==> config.mk <==
export PLATFORM = sky130hd
export DESIGN_NAME = gate_drive_ctrl
export DESIGN_NICKNAME = d
export VERILOG_FILES = /design/src/rtl/gate_drive_pkg.sv /design/src/rtl/gate_drive_igbt_ch.sv /design/src/rtl/gate_drive_ctrl.sv
export SDC_FILE = /design/constraint.sdc
export NUM_CORES = 1
export LEC_CHECK = 0
export CAP_MARGIN = 5
export CORE_MARGIN = 8
export CORE_UTILIZATION = 35
export DETAILED_ROUTE_END_ITERATION = 6
export GPL_TIMING_DRIVEN = 0
export PLACE_DENSITY = 0.52
export SYNTH_ARGS = -nofsm -noshare
export SYNTH_HDL_FRONTEND = slang
export SYNTH_SLANG_ARGS = --single-unit
==> constraint.sdc <==
create_clock -name sys_clk -period 13 [get_ports sys_clk]
set_clock_uncertainty 0.2 [all_clocks]
set_input_delay 2.6 -clock sys_clk [delete_from_list [all_inputs] [get_ports sys_clk]]
set_output_delay 2.6 -clock sys_clk [all_outputs]
set_load 0.1 [all_outputs]
==> src/rtl/gate_drive_pkg.sv <==
// Shared definitions for the gate-drive controller: IGBT FSM state encoding and
// default tick/timer sizing.
package gate_drive_pkg;

  typedef enum logic [1:0] {
    StOff  = 2'd0,
    StOn   = 2'd1,
    StHold = 2'd2
  } igbt_state_e;

  localparam int unsigned DefTickDiv = 50;
  localparam int unsigned DefCntW    = 16;

endpackage

==> src/rtl/gate_drive_igbt_ch.sv <==
// One IGBT channel: OFF/ON/HOLD state machine enforcing min-on, min-off and max-on
// times, plus the re-arm and sticky timeout flags.
module gate_drive_igbt_ch
  import gate_drive_pkg::*;
#(
  parameter int unsigned CNT_W = DefCntW
) (
  input  logic             sys_clk,
  input  logic             sys_rst_n,
  input  logic             tick,
  input  logic             kill,
  input  logic             en,
  input  logic [CNT_W-1:0] min_on_t,
  input  logic [CNT_W-1:0] min_off_t,
  input  logic [CNT_W-1:0] max_on_t,
  output logic             gate,
  output logic             tmo
);

  localparam logic [CNT_W-1:0] TimerOne = CNT_W'(1);

  igbt_state_e      state_q, state_d;
  logic [CNT_W-1:0] timer_q, timer_d;
  logic             armed_q, armed_d;
  logic             tmo_q, tmo_d;
  logic             timeout;

  always_comb begin
    state_d = state_q;
    timeout = 1'b0;
    unique case (state_q)
      StOff: begin
        if (!kill && en && armed_q) state_d = StOn;
      end
      StOn: begin
        // Fault cuts the gate immediately; min-on is not honoured.
        if (kill) begin
          state_d = StOff;
        end else if (!en && (timer_q >= min_on_t)) begin
          state_d = StHold;
        end else if ((max_on_t != '0) && (timer_q >= max_on_t)) begin
          state_d = StHold;
          timeout = 1'b1;
        end
      end
      StHold: begin
        if (kill || (timer_q >= min_off_t)) state_d = StOff;
      end
      default: state_d = StOff;
    endcase
  end

  always_comb begin
    timer_d = timer_q;
    if (state_d != state_q) begin
      timer_d = '0;
    end else if (tick && (timer_q != '1)) begin
      timer_d = timer_q + TimerOne;
    end

    // Armed stays clear for the whole fault so en must drop after the latch is cleared.
    armed_d = armed_q;
    if (kill || timeout) begin
      armed_d = 1'b0;
    end else if (!en) begin
      armed_d = 1'b1;
    end

    tmo_d = tmo_q;
    if (timeout) begin
      tmo_d = 1'b1;
    end else if (!en) begin
      tmo_d = 1'b0;
    end
  end

  always_ff @(posedge sys_clk or negedge sys_rst_n) begin
    if (!sys_rst_n) begin
      state_q <= StOff;
      timer_q <= '0;
      armed_q <= 1'b0;
      tmo_q   <= 1'b0;
    end else begin
      state_q <= state_d;
      timer_q <= timer_d;
      armed_q <= armed_d;
      tmo_q   <= tmo_d;
    end
  end

  assign gate = (state_q == StOn);
  assign tmo  = tmo_q;

endmodule

==> src/rtl/gate_drive_ctrl.sv <==
// Parametrised IGBT/SCR gate-drive controller: tick prescaler, fault synchroniser and
// latch, SCR pulse trains, and one timed FSM per IGBT channel.
module gate_drive_ctrl
  import gate_drive_pkg::*;
#(
  parameter int unsigned N_IGBT   = 5,
  parameter int unsigned N_SCR    = 2,
  parameter int unsigned TICK_DIV = DefTickDiv,
  parameter int unsigned CNT_W    = DefCntW
) (
  input  logic              sys_clk,
  input  logic              sys_rst_n,
  input  logic [N_IGBT-1:0] igbt_on_en,
  input  logic [N_SCR-1:0]  scr_on_en,
  input  logic [CNT_W-1:0]  min_on_t,
  input  logic [CNT_W-1:0]  min_off_t,
  input  logic [CNT_W-1:0]  max_on_t,
  input  logic [CNT_W-1:0]  scr_pulse_t,
  input  logic [CNT_W-1:0]  scr_period_t,
  input  logic              fault_n,
  input  logic              fault_clr,
  output logic [N_IGBT-1:0] igbt,
  output logic [N_IGBT-1:0] igbt_status,
  output logic [N_IGBT-1:0] igbt_tmo,
  output logic [N_SCR-1:0]  scr,
  output logic [N_SCR-1:0]  scr_status,
  output logic              fault_latched
);

  localparam int unsigned       PscW     = (TICK_DIV > 1) ? $clog2(TICK_DIV) : 1;
  localparam logic [PscW-1:0]   PscLast  = PscW'(TICK_DIV - 1);
  localparam logic [PscW-1:0]   PscOne   = PscW'(1);
  localparam logic [CNT_W:0]    PhaseOne = (CNT_W + 1)'(1);

  logic [PscW-1:0]  psc_q;
  logic             tick;
  logic [1:0]       fsync_q;
  logic             fault_s;
  logic             kill;
  logic             fault_latched_q, fault_latched_d;
  logic [N_SCR-1:0] scr_run, scr_d, scr_q, act_q;
  logic [CNT_W-1:0] phase_q [N_SCR];
  logic [CNT_W-1:0] phase_d [N_SCR];
  logic [CNT_W:0]   phase_nx;

  assign tick    = (psc_q == PscLast);
  assign fault_s = fsync_q[1];
  // Gates drop on the same edge the latch sets, not one cycle later.
  assign kill    = fault_latched_q | ~fault_s;

  always_comb begin
    fault_latched_d = fault_latched_q;
    if (!fault_s) begin
      fault_latched_d = 1'b1;
    end else if (fault_clr) begin
      fault_latched_d = 1'b0;
    end
  end

  for (genvar g = 0; g < N_IGBT; g++) begin : g_igbt
    gate_drive_igbt_ch #(
      .CNT_W(CNT_W)
    ) u_ch (
      .sys_clk   (sys_clk),
      .sys_rst_n (sys_rst_n),
      .tick      (tick),
      .kill      (kill),
      .en        (igbt_on_en[g]),
      .min_on_t  (min_on_t),
      .min_off_t (min_off_t),
      .max_on_t  (max_on_t),
      .gate      (igbt[g]),
      .tmo       (igbt_tmo[g])
    );
  end

  assign igbt_status = igbt;

  assign scr_run = scr_on_en & {N_SCR{~kill}};

  // Phase counts ticks within the period; the first cycle of a train restarts at phase 0.
  always_comb begin
    phase_nx = '0;
    for (int i = 0; i < N_SCR; i++) begin
      phase_nx   = {1'b0, phase_q[i]} + PhaseOne;
      phase_d[i] = '0;
      if (scr_run[i] && act_q[i]) begin
        if (!tick) begin
          phase_d[i] = phase_q[i];
        end else if (phase_nx < {1'b0, scr_period_t}) begin
          phase_d[i] = phase_nx[CNT_W-1:0];
        end
      end
      scr_d[i] = scr_run[i] && (scr_pulse_t != '0) &&
                 ((scr_period_t <= scr_pulse_t) || (phase_d[i] < scr_pulse_t));
    end
  end

  always_ff @(posedge sys_clk or negedge sys_rst_n) begin
    if (!sys_rst_n) begin
      psc_q           <= '0;
      fsync_q         <= 2'b11;
      fault_latched_q <= 1'b0;
      scr_q           <= '0;
      act_q           <= '0;
      for (int i = 0; i < N_SCR; i++) phase_q[i] <= '0;
    end else begin
      psc_q           <= tick ? '0 : psc_q + PscOne;
      fsync_q         <= {fsync_q[0], fault_n};
      fault_latched_q <= fault_latched_d;
      scr_q           <= scr_d;
      act_q           <= scr_run;
      for (int i = 0; i < N_SCR; i++) phase_q[i] <= phase_d[i];
    end
  end

  assign scr           = scr_q;
  assign scr_status    = act_q;
  assign fault_latched = fault_latched_q;

endmodule

# [Yosys cells after proc, flatten, opt, wreduce, memory -nomap -nowiden]
# Index checks and enable logic that the tools add are counted.
# W data, S select, Z words.
[classes] addsub=8 magnitude_cmp=20 eq_ne=32 mux=89 n_bitwise=4 reduce_logical=61
[op_table] op="$mux W16" count=16
[op_table] op="$ge A16 B16 Y1" count=15
[op_table] op="$add A16 B1 Y16 const B" count=5
[op_table] op="$ne A16 B16 Y1 const B" count=5
[op_table] op="$mux W2" count=25
[op_table] op="$mux W1" count=42
[op_table] op="$add A16 B1 Y17 const B" count=2
[op_table] op="$lt A17 B16 Y1" count=2
[op_table] op="$lt A16 B16 Y1" count=2
[op_table] op="$reduce_bool A16 Y1" count=2
[op_table] op="$logic_and A1 B1 Y1" count=31
[op_table] op="$pmux W2 S3" count=5
[op_table] op="$ne A2 B1 Y1 const B" count=10
[op_table] op="$le A16 B16 Y1" count=1
[op_table] op="$logic_or A1 B1 Y1" count=12
[op_table] op="$eq A2 B1 Y1 const B" count=5
[op_table] op="$eq A2 B2 Y1 const B" count=5
[op_table] op="$logic_not A2 Y1" count=5
[op_table] op="$ne A2 B2 Y1" count=5
[op_table] op="$reduce_bool A2 Y1" count=5
[op_table] op="$add A6 B1 Y6 const B" count=1
[op_table] op="$eq A6 B6 Y1 const B" count=1
[op_table] op="$logic_not A1 Y1" count=6
[op_table] op="$mux W6" count=1
[op_table] op="4 further kinds" count=5
[totals] register_bits=145 input_bits=91 out_inout_bits=20 word_cells=241

# [Depth between registers and ports, before layout]
[depth] depth_word=9 depth_mapped=21

# [Cells and area by module]
# From an unflattened synthesis, not the netlist that was laid out.
[hier_totals] cells_unflattened=1905 hier_area_um2=16687.3
[by_module_without_submodules] mod="gate_drive_igbt_ch (g_igbt[0].u_ch ...)" n_inst=4 cells_each=278 area_per_inst_um2=2471.1 seq_area_each_um2=500.5
[by_module_without_submodules] mod="gate_drive_ctrl" n_inst=1 cells_each=516 area_per_inst_um2=4366.7 seq_area_each_um2=1128.6
[by_module_without_submodules] mod="gate_drive_igbt_ch (g_igbt[4].u_ch)" n_inst=1 cells_each=277 area_per_inst_um2=2436.1 seq_area_each_um2=500.5

# [Worst setup path after synthesis]
# OpenSTA, ideal clock, no wires.
[synth_timing] kind="in2reg" start="input port scr_period_t[15]" end="register scr_q[1] (netlist: scr[1])" arrival_time_ns=5.771 required_time_ns=12.678 setup_slack_ns=6.908 cell_stages=15 path_buffers=0 cell_sequence="inv_1 -> ha_1 -> and3_4 -> a221oi_2 -> o211ai_2 -> or3_4 -> or4_2 -> nand3_1 -> ha_1 -> and3_1 -> nand3_1 -> nor2_1 -> nand2_1 -> or4_1 -> a32o_1"
[synth_lines] element="start: declaration" line_no="gate_drive_ctrl.sv:19" source="input logic [CNT_W-1:0] scr_period_t,"
[synth_lines] element="end signal: assignment" line_no="gate_drive_ctrl.sv:111" source="scr_q <= scr_d;"
[synth_lines] element="end: declaration" line_no="gate_drive_ctrl.sv:41" source="logic [N_SCR-1:0] scr_run, scr_d, scr_q, act_q;"

==> metrics.cfg <==
[sta]
tns_ps=0
finalSetupViolations=0
clock.fmax_mhz=140
period_needed_ps=7160
period_share=0.551
worstMarginPinSlew_ps=983
fin_ws_ps=5840
rsz0062_at_grt=no
drv_slew=0
relSlewSlack=0.345
timing.final.hold_violations=0

[logic_synthesis]
synthFlopType=dfrtp_1
synth.avg_cell_area_sq_um=8.73
syn_nets=2151
yosysWarnings=0
async_flop_share=1.00
ys_seq_area_frac=0.240
synth_edf_count=0
ys_types=75
synth_cells=1735
netlist_area_sq_um=15200
ys_ff_latch=145

[placement]
port-buffer-count=110
place.gp.congestion=0.898
post-place-ws_ps=5370
dp_hpwl_microns=40800

[min_path]
hp-class=register to register

[die]
core_sq_um=42900
dieArea_sq_um=50200
start_util=0.353
ios=111
die_h_microns=224
core.rowCount=76
die_x_microns=224

[drt]
viasPerCell=5.76
drtPass1Iterations=5
wl_per_cell_microns=21.7
routed_wl_microns=53400
vias=14200
final_antenna_net_count=0
drc=0
first_iter_violations=1154

[cells_and_area]
nFillCells=4272
final_layout_size_suffix_gt1_frac=0.0426
nNetsFinal=2281
area_delta_synth_final_pct=16.4

[clocking]
clk_pin_slew_ps=70
cts-root-buf=clkbuf_16
insertion_delay_ps=460
hold_buffers=0
clock-sinks=145
clockBufferDepth=2
cts_tree=yes
cts_resized=0
cts_max_level=4
numCtsBuffers=17
post_cts_buffers=0

[worst_setup_path]
cp-start-kind=input port
critPathKind=input port to register
max_stage_delay_ps=650
cpMaxStageDelayCell=nor3_1
worstPathMaxFanout=10
required_ps=13190
endpoint_kind=register
critPathMostFrequentCell=ha_1
worstPathArrival_ps=7350
crit_chain=clkdlybuf4s50_1 > inv_1 > ha_1 > and3_4 > a221oi_2 > o211ai_2 > nor3_1 > clkbuf_1 > nand3_1 > a21oi_1 > ha_1 > a21o_1 > nand2_1 > a31oi_1 > a2111oi_0 > o211a_1 > a32o_1

[global_routing]
grt_max_degree=78
grt_pass1_vias=13800
grt.overflow.total=0
grt_pass1_wl_microns=81600
track_usage=0.211
antenna_found_initial=1

[run]
cap_violations=0

[outcome]
status=finished, final reports clean

[pwr]
power_leakage_uw=0.00835
irDropWorstVdd_mv=0.0725
power.density_nw_per_um2=76.3

## synthesized netlist by cell type, types with 27 or more instances
cell type	count	area (sq um)
nand3_1	78	390
and3_1	32	200
nor3_1	30	150
nor2_1	65	244
a21o_1	27	203
a211oi_1	48	360
nand2_1	149	559
ha_1	325	4070
a21oi_1	140	701
clkbuf_1	29	109
xor2_1	52	455
xnor2_1	48	420
nor4_1	42	263
dfrtp_1	143	3580
inv_1	110	413
o21ai_0	78	390
nand4_1	71	444
## registers in the layout (all words and copies together) (netlist names)
register / count
psc_q: 6
g_igbt.u_ch.tmo: 5
phase_q: 32
scr: 2
g_igbt.u_ch.state_q: 10
g_igbt.u_ch.timer_q: 80
fsync_q: 2
scr_status: 2
g_igbt.u_ch.armed_q: 5
fault_latched: 1
## final timing paths
check | from | to | slack [ps] | cells past startpoint
worst max-delay path | scr_period_t[15] | scr[1] | 5840 | 17
worst min-delay path | fsync_q[0] | fsync_q[1] | 160 | 0
worst max register to register | phase_q[0] | scr[1] | 6940 | 21
worst min register to register | fsync_q[0] | fsync_q[1] | 160 | 0
max in group asynchronous | sys_rst_n | fsync_q[0] | 9850 | 2
min in group asynchronous | sys_rst_n | g_igbt[1].u_ch.armed_q | 1870 | 1
## cell type report
class                      count  area (sq um)  area share
tap                          585           732      0.0415
buffer                        52           269      0.0152
sequential                   145          3630       0.206
clock buffer                  20           437      0.0247
timing repair buffer         111          1130      0.0642
antenna                        1          2.50    0.000142
multi-input combinational   1428         10800       0.614
clock inverter                12           185      0.0105
inverter                     110           413      0.0234
## routing by layer
layer  share of wire  track usage  wire, microns
met1            0.46        0.289          24700
met5               0            0              0
met2            0.45        0.335          24000
met4           0.022       0.0661           1160
met3           0.065       0.0374           3460
## metrics by stage
stage	hold slack (ps)	total power, uW	util	cells	cell area (sq um)
detailed placement	148	808	0.397	2431	17000
global route	166	1420	0.411	2463	17600
global placement	146	797	0.396	2430	17000
floorplan	145	680	-	1735	15200
CTS	158	1360	0.411	2463	17600
finish	156	1350	0.411	2464	17600
## cells in the final DEF, fill, tap and decap left out, drive strengths merged, types with 16 or more instances in the layout
cell type	n
ha	325
nand2	149
dfrtp	143
a21oi	140
inv	111
clkdlybuf4s50	109
o21ai	79
nand3	78
nand4	71
nor2	65
xor2	52
a211oi	49
clkbuf	49
xnor2	48
nor4	44
and3	33
nor3	30
a21o	27
buf	25
nor2b	20
nand2b	16
o211ai	16
## power breakdown
part | leakage (uW) | total [uW] | internal (uW) | switching, uW
clock | 0.000292 | 541 | 323 | 218
sequential | 0.00197 | 512 | 469 | 43.0
combinational | 0.00609 | 293 | 122 | 171
## critical path, delay by kind of cell
kind            cells  cell delay [ps]
buf+inv             3             1040
fa+ha+maj           2              640
simple gates        4             1050
compound gates      8             2040
## logic make-up after synthesis
kind of cell	count (synthesis)	share of synthesized area
simple gates	574	0.204
compound gates	423	0.182
fa+ha+maj	325	0.268
buf+inv	162	0.0450
flops	145	0.240
xor+xnor	100	0.0578
mux	6	0.00396
Power figures use the tool's default switching activity.
==> patch: new RTL, same flow settings <==
Change the parameter `N_IGBT` from 5 to 10.
--- a/src/rtl/gate_drive_ctrl.sv
+++ b/src/rtl/gate_drive_ctrl.sv
@@ -3,7 +3,7 @@
 module gate_drive_ctrl
   import gate_drive_pkg::*;
 #(
-  parameter int unsigned N_IGBT   = 5,
+  parameter int unsigned N_IGBT   = 10,
   parameter int unsigned N_SCR    = 2,
   parameter int unsigned TICK_DIV = DefTickDiv,
   parameter int unsigned CNT_W    = DefCntW
Interface: changed (resized igbt, igbt_on_en, igbt_status and igbt_tmo); port bits go from 111 to 131. The function was not compared with the original's and may differ.
==> patch against the unedited design <==
- the run now ends with capacitance limit, slew limit left
- setup slack better by 160 ps
- clock power up 92%
- highest routed layer unchanged
- sequential cell count up 100
- utilization down 0.65 points
- power up 130%
- area after synthesis up 65%
- worst hold slack worse by 0.76 ps
- synthesized cell count up 64%
- register-to-register slack worse by 130 ps
- wire length up 79%
- largest power group is now registers
- final area up 63%
- first-iteration DRC count up 81%
- non-clock buffer count up 42
==> patch: results (changes against the unedited design) <==
Placement
  • Placed cell count: 3929 (was 2431)
  • Placed Area: 27500 um2 (was 17000 um2)
  • DP HPWL: 66400 um (was 40800 um)
  • GPL Wtd Cong: 0.882 (was 0.898)
  • Port bufs: 130 (was 110)
  • Dpl ws: 5450 ps (was 5370 ps)

Synth
  • Syn Nets: 3512 (was 2151)
  • Post-synthesis sequential area ratio: 0.246 (was 0.240)
  • Post-synth ARST share: 1.00 (unchanged)
  • Synth unique cells: 73 (was 75)
  • Mean cell area of the mapped netlist: 8.77 um2 (was 8.73 um2)
  • Synth top cells by count: ha_1, nor2_1, dfrtp_1 (was ha_1, nand2_1, dfrtp_1)
  • Area contributors post-synth: ha_1, dfrtp_1, nor2_1, xor2_1, nand2_1 (was ha_1, dfrtp_1, a21oi_1, nand2_1, xor2_1)
  • Ys Warns: 0 (unchanged)
  • Top_reg_cell synth: dfrtp_1 (unchanged)

Route
  • DRT Wirelength: 95600 um (was 53400 um)
  • WL met1: 42000 um (was 24700 um)
  • DR iter-0 viols: 2084 (was 1154)
  • First-pass DRT Iterations: 5 (unchanged)
  • Vias per cell: 5.94 (was 5.76)
  • WL met2: 42300 um (was 24000 um)
  • Routed length on met3: 6020 um (was 3460 um)

Final layout
  • Final nets: 3684 (was 2281)
  • Non-Filler Instances: 3998 (was 2464)
  • Leading registers by flop count: g_igbt.u_ch.timer_q: 160 flops, phase_q: 32 flops, g_igbt.u_ch.state_q: 20 flops (was g_igbt.u_ch.timer_q: 80 flops, phase_q: 32 flops, g_igbt.u_ch.state_q: 10 flops)
  • Layout cells sized above 1: 0.0443 (was 0.0426)
  • Fill count: 6951 (was 4272)

Setup path
  • CP top delay family: compound AO/OA/AOI/OAI gates (unchanged)
  • CP max FO: 10 (unchanged)
  • CP max stage delay: 540 ps (was 650 ps)
  • Worst EP arrival: 7270 ps (was 7350 ps)
  • Slowest CP cell: clkdlybuf4s50_1 (was nor3_1)

GRT
  • GR Util met1: 0.300 (was 0.289)
  • Number of global-route vias before repair: 23200 (was 13800)
  • GRT met3 Usage: 0.0311 (was 0.0374)
  • Initial antenna violation count: 2 (was 1)
  • Gr usage total: 0.228 (was 0.211)
  • Met2 GRT Util: 0.362 (was 0.335)
  • Largest net degree at the start of global routing: 113 (was 78)
  • First-pass GRT wire length: 142000 um (was 81600 um)

Clocking
  • Post-CTS Setup Bufs: 0 (unchanged)
  • Clock Path Buffers: 3 (was 2)
  • H-tree Lvls: 2 (was 4)
  • Worst-skew pair later-pin latency: 560 ps (was 460 ps)
  • Resize count post-CTS: 0 (unchanged)
  • Number of clock buffers inserted by TritonCTS: 37 (was 17)

Pwr
  • VDD IR max: 0.0819 mV (was 0.0725 mV)
  • P_leak: 13.6 nW (was 8.35 nW)

Job
  • Max-cap violation count: 1 (was 0)

STA
  • Worst slew margin: -0.0221 (was 0.345)
  • Final Max Tran Viols: 11 (was 0)

Outcome
  • Violated checks: capacitance limit, slew limit
  • Status: complete, but fails checks (was completed)

Worst hold path
  • Worst min-delay path class: flip-flop to flip-flop (unchanged)
[patch: worst paths after layout]
check / startpoint / end / slack [ps] / cells after the start
setup / recovery: scr_period_t[2] / scr[0] / 6000 / 19
hold / removal: fsync_q[0] / fsync_q[1] / 160 / 0
setup reg to reg: phase_q[16] / scr[0] / 6810 / 22
hold reg to reg: fsync_q[0] / fsync_q[1] / 160 / 0
max in group asynchronous: sys_rst_n / phase_q[13] / 9870 / 2
min in group asynchronous: sys_rst_n / g_igbt[6].u_ch.timer_q[14] / 1720 / 1
[patch: logic make-up (layout without fill, tap and decap cells)]
group | count (synthesis) | in the layout | share of synthesized area
other | 0 | 2 | 0
AOI/OAI and AO/OA | 635 | 635 | 0.165
and+or+nand+nor | 1029 | 1029 | 0.207
muxes | 15 | 15 | 0.00602
DFF | 245 | 245 | 0.246
xor gates and xnor gates | 161 | 161 | 0.0565
adders and majority gates | 570 | 570 | 0.286
buffers and inverters | 191 | 391 | 0.0345
[patch: where the power goes]
group / switching (mW) / internal [mW] / total [mW]
combinational: 0.586 / 0.440 / 1.03
clock: 0.406 / 0.636 / 1.04
sequential: 0.227 / 0.861 / 1.09
total: 1.22 / 1.94 / 3.15
[patch: per-stage QoR]
stage | util | setup TNS [ps] | hold WS, ps
floorplan | - | 0 | 145
finish | 0.405 | 0 | 155
global placement | 0.386 | -515430 | 147
global route | 0.405 | 0 | 159
CTS | 0.405 | 0 | 156
detailed placement | 0.388 | 0 | 148
[patch: layout make-up]
cell class,instances,share of cell area
Inverter,119,0.0155
Antenna cell,2,0.000174
Buffer,72,0.0144
Sequential cell,245,0.213
Clock inverter,15,0.00688
Clock buffer,52,0.0359
Timing Repair Buffer,133,0.0479
Multi-Input combinational cell,2410,0.624
Tap cell,950,0.0413
